**config.mk**
```make
export PLATFORM = sky130hd
export DESIGN_NAME = booth_mult_seq
export DESIGN_NICKNAME = d
export VERILOG_FILES = /design/src/rtl/booth_mult_pkg.sv /design/src/rtl/booth_encoder.sv /design/src/rtl/booth_mult_seq.sv
export SDC_FILE = /design/constraint.sdc
export NUM_CORES = 1
export LEC_CHECK = 0
export ABC_CLOCK_PERIOD_IN_PS = 26700
export BUFFER_PORTS_ARGS = -buffer_cell sky130_fd_sc_hd__buf_2
export CAP_MARGIN = 20
export CORE_ASPECT_RATIO = 0.9
export CORE_MARGIN = 3
export CORE_UTILIZATION = 55
export CTS_CLUSTER_DIAMETER = 120
export CTS_CLUSTER_SIZE = 12
export DETAILED_ROUTE_END_ITERATION = 10
export PLACE_DENSITY = 0.74
export SLEW_MARGIN = 25
export SYNTH_ARGS = -nofsm -noshare
export SYNTH_HDL_FRONTEND = slang
export SYNTH_SLANG_ARGS = --single-unit
```
**constraint.sdc**
```tcl
create_clock -name clk -period 26.7 [get_ports clk]
set_clock_uncertainty 0.05 [all_clocks]
set_input_delay 5.34 -clock clk [delete_from_list [all_inputs] [get_ports clk]]
set_output_delay 5.34 -clock clk [all_outputs]
set_load 0.01 [all_outputs]
```
**src/rtl/booth_mult_pkg.sv**
```systemverilog
// Shared types and helpers for the iterative radix-4 Booth multiplier.
// Optional feature macro: BOOTH_EARLY_TERM_EN (early exit when the
// remaining multiplier groups are all 000 or 111).
package booth_mult_pkg;

   localparam int N_BITS     = 32;
   localparam int NUM_GROUPS = N_BITS / 2;
   localparam int PROD_BITS  = 64;

   typedef enum logic [1:0] {
      IDLE,
      BUSY,
      DONE
   } mult_state_t;

   // Booth group idx of the zero-extended multiplier Bx = {B, 1'b0}
   function automatic logic [2:0] booth_group(input logic [N_BITS:0] bx,
                                              input logic [3:0]      idx);
      return bx[{idx, 1'b0} +: 3];
   endfunction

`ifdef BOOTH_EARLY_TERM_EN
   // True when Bx[32:2*idx] holds a single repeated bit, i.e. every
   // remaining group is 000 or 111 and contributes nothing
   function automatic logic rest_uniform(input logic [N_BITS:0] bx,
                                         input logic [3:0]      idx);
      logic [N_BITS:0] tail;
      tail = $signed(bx) >>> {idx, 1'b0};
      return (&tail) | ~(|tail);
   endfunction
`endif

endpackage

```
**src/rtl/booth_encoder.sv**
```systemverilog
// Radix-4 Booth partial-product generator: selects 0, +-A or +-2A for a
// three-bit group and aligns it to bit position 2*group_index_i.
module booth_encoder
   import booth_mult_pkg::*;
(
   input  logic [N_BITS-1:0]    multiplicand_i,
   input  logic [3:0]           group_index_i,
   input  logic [2:0]           group_i,
   output logic [PROD_BITS-1:0] pp_o
);

   logic [PROD_BITS-1:0] a_ext;
   logic [PROD_BITS-1:0] mag;
   logic [PROD_BITS-1:0] term;
   logic                 neg;

   assign a_ext = {{(PROD_BITS-N_BITS){multiplicand_i[N_BITS-1]}}, multiplicand_i};

   // Decode the group into a magnitude/sign, then shift into place
   always_comb begin
      // NOTE: every output of this block gets a default first so no path leaves it unassigned (no latch).
      mag  = '0;
      neg  = 1'b0;
      term = '0;
      case (group_i)
         3'b001, 3'b010: mag = a_ext;
         3'b011:         mag = a_ext << 1;
         3'b100: begin
            mag = a_ext << 1;
            neg = 1'b1;
         end
         3'b101, 3'b110: begin
            mag = a_ext;
            neg = 1'b1;
         end
         default:        mag = '0;
      endcase
      term = neg ? (~mag + 64'd1) : mag;
      pp_o = term << {group_index_i, 1'b0};
   end

endmodule

```
**src/rtl/booth_mult_seq.sv**
```systemverilog
// Sequential radix-4 Booth multiplier: one booth_encoder stepped over
// the 16 groups of a signed 32-bit multiplier, accumulating a 64-bit
// product. valid/ready on both sides, one multiply in flight.
// Optional feature macro: BOOTH_EARLY_TERM_EN.
module booth_mult_seq
   import booth_mult_pkg::*;
(
   input  logic                 clk,
   input  logic                 rst_n,
   input  logic                 in_valid,
   output logic                 in_ready,
   input  logic [N_BITS-1:0]    multiplicand,
   input  logic [N_BITS-1:0]    multiplier,
   output logic                 out_valid,
   input  logic                 out_ready,
   output logic [PROD_BITS-1:0] product,
   output logic                 busy
);

   mult_state_t          state_q, state_d;
   logic [PROD_BITS-1:0] acc_q, acc_d;
   logic [PROD_BITS-1:0] product_q, product_d;
   logic [3:0]           idx_q, idx_d;
   logic [N_BITS-1:0]    a_q, b_q;

   logic [N_BITS:0]      bx;
   logic [2:0]           group;
   logic [PROD_BITS-1:0] pp;
   logic [PROD_BITS-1:0] acc_sum;
   logic                 early_done;
   logic                 accept;

   assign bx      = {b_q, 1'b0};
   assign group   = booth_group(bx, idx_q);
   assign acc_sum = acc_q + pp;
   assign accept  = (state_q == IDLE) && in_valid;

`ifdef BOOTH_EARLY_TERM_EN
   assign early_done = rest_uniform(bx, idx_q);
`else
   assign early_done = 1'b0;
`endif

   booth_encoder u_enc (
      .multiplicand_i (a_q),
      .group_index_i  (idx_q),
      .group_i        (group),
      .pp_o           (pp)
   );

   // Control state and accumulator registers, synchronous active-low reset
   always_ff @(posedge clk) begin
      // NOTE: state registers use non-blocking assignments so every register samples pre-edge values.
      if (!rst_n) begin
         state_q   <= IDLE;
         acc_q     <= '0;
         idx_q     <= '0;
         product_q <= '0;
      end else begin
         state_q   <= state_d;
         acc_q     <= acc_d;
         idx_q     <= idx_d;
         product_q <= product_d;
      end
   end

   // Operand capture on the accepting edge
   always_ff @(posedge clk) begin
      // NOTE: operands carry no reset; they are always loaded on accept before the datapath reads them.
      if (accept) begin
         a_q <= multiplicand;
         b_q <= multiplier;
      end
   end

   // Next-state and datapath control
   always_comb begin
      state_d   = state_q;
      acc_d     = acc_q;
      idx_d     = idx_q;
      product_d = product_q;
      case (state_q)
         IDLE: begin
            if (in_valid) begin
               acc_d   = '0;
               idx_d   = '0;
               state_d = BUSY;
            end
         end
         BUSY: begin
            if (early_done) begin
               product_d = acc_q;
               state_d   = DONE;
            end else begin
               acc_d = acc_sum;
               idx_d = idx_q + 4'd1;
               if (idx_q == 4'(NUM_GROUPS - 1)) begin
                  product_d = acc_sum;
                  state_d   = DONE;
               end
            end
         end
         DONE: begin
            if (out_ready) state_d = IDLE;
         end
         default: state_d = IDLE;
      endcase
   end

   assign in_ready  = (state_q == IDLE);
   assign busy      = (state_q == BUSY);
   assign out_valid = (state_q == DONE);
   assign product   = product_q;

endmodule

```
==> impl_summary.txt <==
----------------------------------------------------
[Run status]
  Run status ... completed

[Yosys]
  Cell types occupying the most area after synthesis ... sky130_fd_sc_hd__dfxtp_1 (17%), sky130_fd_sc_hd__edfxtp_1 (12%), sky130_fd_sc_hd__nand2_1 (6.4%), sky130_fd_sc_hd__a21oi_1 (6.2%), sky130_fd_sc_hd__ha_1 (5.6%)
  Mean instance size in the synthesized netlist ... 8.03 um^2
  Cell Area, Synth ... 15500 um^2
  Synth Instances ... 1931
  Cell variety after synth ... 97
  Fraction of synthesized cell area taken by the top area cell type ... 0.173
  Leading cell types by count after synthesis ... sky130_fd_sc_hd__nand2_1 (263), sky130_fd_sc_hd__a21oi_1 (192), sky130_fd_sc_hd__dfxtp_1 (134), sky130_fd_sc_hd__nor2_1 (131), sky130_fd_sc_hd__o21ai_0 (111)
  Top flip-flop cell by instance count after synthesis ... sky130_fd_sc_hd__dfxtp_1
  Post-Syn Nets ... 2070
  Async set or reset register ratio after synthesis ... 0
  Yosys warnings ... 0
  Portion of the post-synthesis area used by sequential elements ... 0.297
  EDFF count, synth ... 64
  Most common cell in the netlist ... sky130_fd_sc_hd__nand2_1
  Largest area contributor in the netlist ... sky130_fd_sc_hd__dfxtp_1
  Number of register bits inferred by synthesis ... 198

[Hold path]
  Hold-critical path depth ... 2
  Hold wc startpoint ... product[41]$_SDFFE_PN0P_
  Class of the worst hold path ... flop to flop
  Worst hold path endpoint ... product[41]$_SDFFE_PN0P_

[Global route]
  Met1 Resource Use GR ... 0.472
  Total routing usage reported by global routing ... 0.335
  Grt ovf ... 0
  Wire length of the first global-routing pass ... 80400 um
  GR peak layer ... met2
  Global-route met2 utilization ... 0.509
  Vias in the first global route ... 14400
  Initial antenna violation count ... 0
  Pin count of the biggest net entering global routing ... 79
  Grt met3 use ... 0.0854

[Critical path]
  Most frequent CP cell ... sky130_fd_sc_hd__and2_1
  Worst reg2reg setup slack ... 16.30 ns
  Critical path data arrival time ... 10.70 ns
  Type of the setup path with the least slack ... flop to flop
  Highest-delay cell along the critical path ... sky130_fd_sc_hd__a2111oi_0
  Cells on worst reg2reg path ... 29
  Reg2reg end ... product[61]$_SDFFE_PN0P_
  Largest fanout of any net on the critical path ... 50
  Type of element capturing the critical path ... flop
  CP required ... 27.00 ns
  Type of element launching the critical path ... flop
  Worst path max stage delay ... 0.95 ns
  Critical register-to-register path startpoint ... idx_q[1]$_SDFFE_PN0P_

[STA]
  Final Hold Viols ... 0
  Least setup slack across all paths after layout ... 16.30 ns
  Crit share post-route ... 0.390
  Min Tclk post-route ... 10.40 ns
  F_max ... 96.1 MHz
  Setup tns final ... 0 ns
  Tightest Pin Transition ... 1.12 ns
  Relative max-transition margin ... 0.234
  Number of setup violations in the final report ... 0
  Max Slew Vio Count ... 0
  RSZ-0062 raised after global routing ... no

[Clocking]
  Cell chosen for the clock root ... sky130_fd_sc_hd__clkbuf_16
  Number of buffers inserted by post-CTS setup repair ... 0
  CTS clk-pin slew, worst paths ... 0.08 ns
  Number of instances resized during post-cts repair ... 0
  Max Root-Sink Buffers ... 2
  Clk Latency, worst-skew pair ... 0.46 ns
  Inserted Clock Buffers ... 17
  Number of H-tree levels ... 4
  Hold-fix buffers, CTS ... 0
  Number of clock sinks ... 198
  CTS tree ... done

[Run]
  MaxCap Viol Count ... 0

[Finish]
  Fraction of layout instances using a drive strength above 1 ... 0.134
  Final standard cell count with taps included and fillers excluded ... 2339
  Diode insertion count for antenna repair ... 0
  Post-route cell area ... 16800 um^2
  Area added between synthesis and finish ... 8.55%
  # fillers ... 2518
  Fin nets ... 2111

[Placement]
  DP Area ... 16200 um^2
  Worst slack at placement ... 16.66 ns
  # placed instances ... 2307
  Count of buffers inserted at the top-level ports ... 134
  Post-detail-place hpwl ... 38800 um
  Weighted congestion at the end of routability-driven global placement ... 1.00

[Die]
  Initial standard-cell utilization of the core ... 0.566
  Area of the die ... 30200 um^2
  Number of top-level pins ... 135
  Die Span X ... 183 um
  Std-Cell Core Area ... 27400 um^2
  Height of the chip ... 165 um
  Standard-cell row count ... 57

[Routing]
  DRC violation count after routing ... 0
  Vias ... 15800
  Routed wire per std cell ... 22.2 um
  Post-DR vias/cell ... 6.76
  First-pass DRT Iterations ... 7
  Detailed Route Iter0 Violations ... 1877
  Routed Wire Length ... 51900 um
  Final antenna-violating net count ... 0

[Pwr]
  Worst vdd rail ir drop ... 0.0494 mV
  Total power density per cell area ... 72.0 nW/um^2
  Leakage power summed over all cells ... 6.73 nW

----------------------------------------------------
placed cells by master, fill, tap and decap left out, drive strengths merged, types with 37 or more instances in the layout:
master	count
nand3	92
dfxtp	134
nor2	131
xnor2	54
buf	159
ha	70
a21oi	193
a21o	48
inv	37
edfxtp	64
o21ai	113
nor3	49
nand2	263
cell families after synthesis:
group	Yosys count	synth area share
adder cells (fa/ha/maj)	71	0.0578
AND/OR/NAND/NOR	667	0.199
buffers and inverters	169	0.0479
AO/OA/AOI/OAI	681	0.298
flip-flops	198	0.297
multiplexers	63	0.0540
XOR/XNOR	82	0.0463
worst max-delay path by stage:
stage                     startpoint                        to  slack, ns  depth (start not counted)
2_1_floorplan  idx_q[0]$_SDFFE_PN0P_  product[60]$_SDFFE_PN0P_      18.00                         38
5_1_grt        idx_q[1]$_SDFFE_PN0P_    acc_q[63]$_SDFFE_PN0P_      15.73                         33
4_1_cts        idx_q[1]$_SDFFE_PN0P_    acc_q[63]$_SDFFE_PN0P_      16.59                         32
3_5_place_dp   idx_q[1]$_SDFFE_PN0P_  product[61]$_SDFFE_PN0P_      16.66                         29
6_report       idx_q[1]$_SDFFE_PN0P_  product[61]$_SDFFE_PN0P_      16.30                         29
3_3_place_gp   idx_q[1]$_SDFFE_PN0P_  product[61]$_SDFFE_PN0P_      16.77                         30
sequential cells by signal (all words and copies together) (netlist names):
name / count
a_q: 32
acc_q: 64
b_q: 32
idx_q: 4
product: 64
state_q: 2
report_power, final:
part / internal [mW] / leakage, nW / switching [mW] / total, mW
logic: 0.211 / 4.74 / 0.378 / 0.589
clock network: 0.132 / 0.297 / 0.137 / 0.269
registers: 0.335 / 1.70 / 0.0190 / 0.354
through the flow:
| stage | hold WS (ns) | power (mW) | util |
|---|---|---|---|
| global placement | 0.390 | 0.925 | 0.592 |
| global route | 0.424 | 1.28 | 0.615 |
| finish | 0.402 | 1.21 | 0.615 |
| floorplan | 0.377 | 0.781 | - |
| CTS | 0.404 | 1.20 | 0.614 |
| detailed placement | 0.393 | 0.930 | 0.592 |
worst max-delay path: cells and delay by family (launching register included):
| family | cells | cell delay (ns) |
|---|---|---|
| AO/OA/AOI/OAI | 9 | 3.42 |
| XOR/XNOR | 1 | 0.33 |
| adder cells (fa/ha/maj) | 3 | 0.86 |
| buffers and inverters | 1 | 0.49 |
| flip-flops | 1 | 0.32 |
| multiplexers | 3 | 1.45 |
| AND/OR/NAND/NOR | 12 | 3.33 |
metal layers:
layer / wire length [um] / share of wire / vias to the layer above
met5: 0 / 0 / -
met4: 1170 / 0.023 / 0
met3: 5440 / 0.10 / 89
met2: 22400 / 0.43 / 826
met1: 22900 / 0.44 / 7539
li1: - / - / 7357
layout make-up:
class                   count  area [um^2]  share of cell area
flip-flops and latches    198         4610               0.274
clock inverters            14          158             0.00937
well taps                 354          443              0.0263
inverters                  32          121             0.00721
multi-input cells        1564        10200               0.606
clock buffers              18          450              0.0268
repair buffers            159          858              0.0510
(Power assumes the default switching activity.)
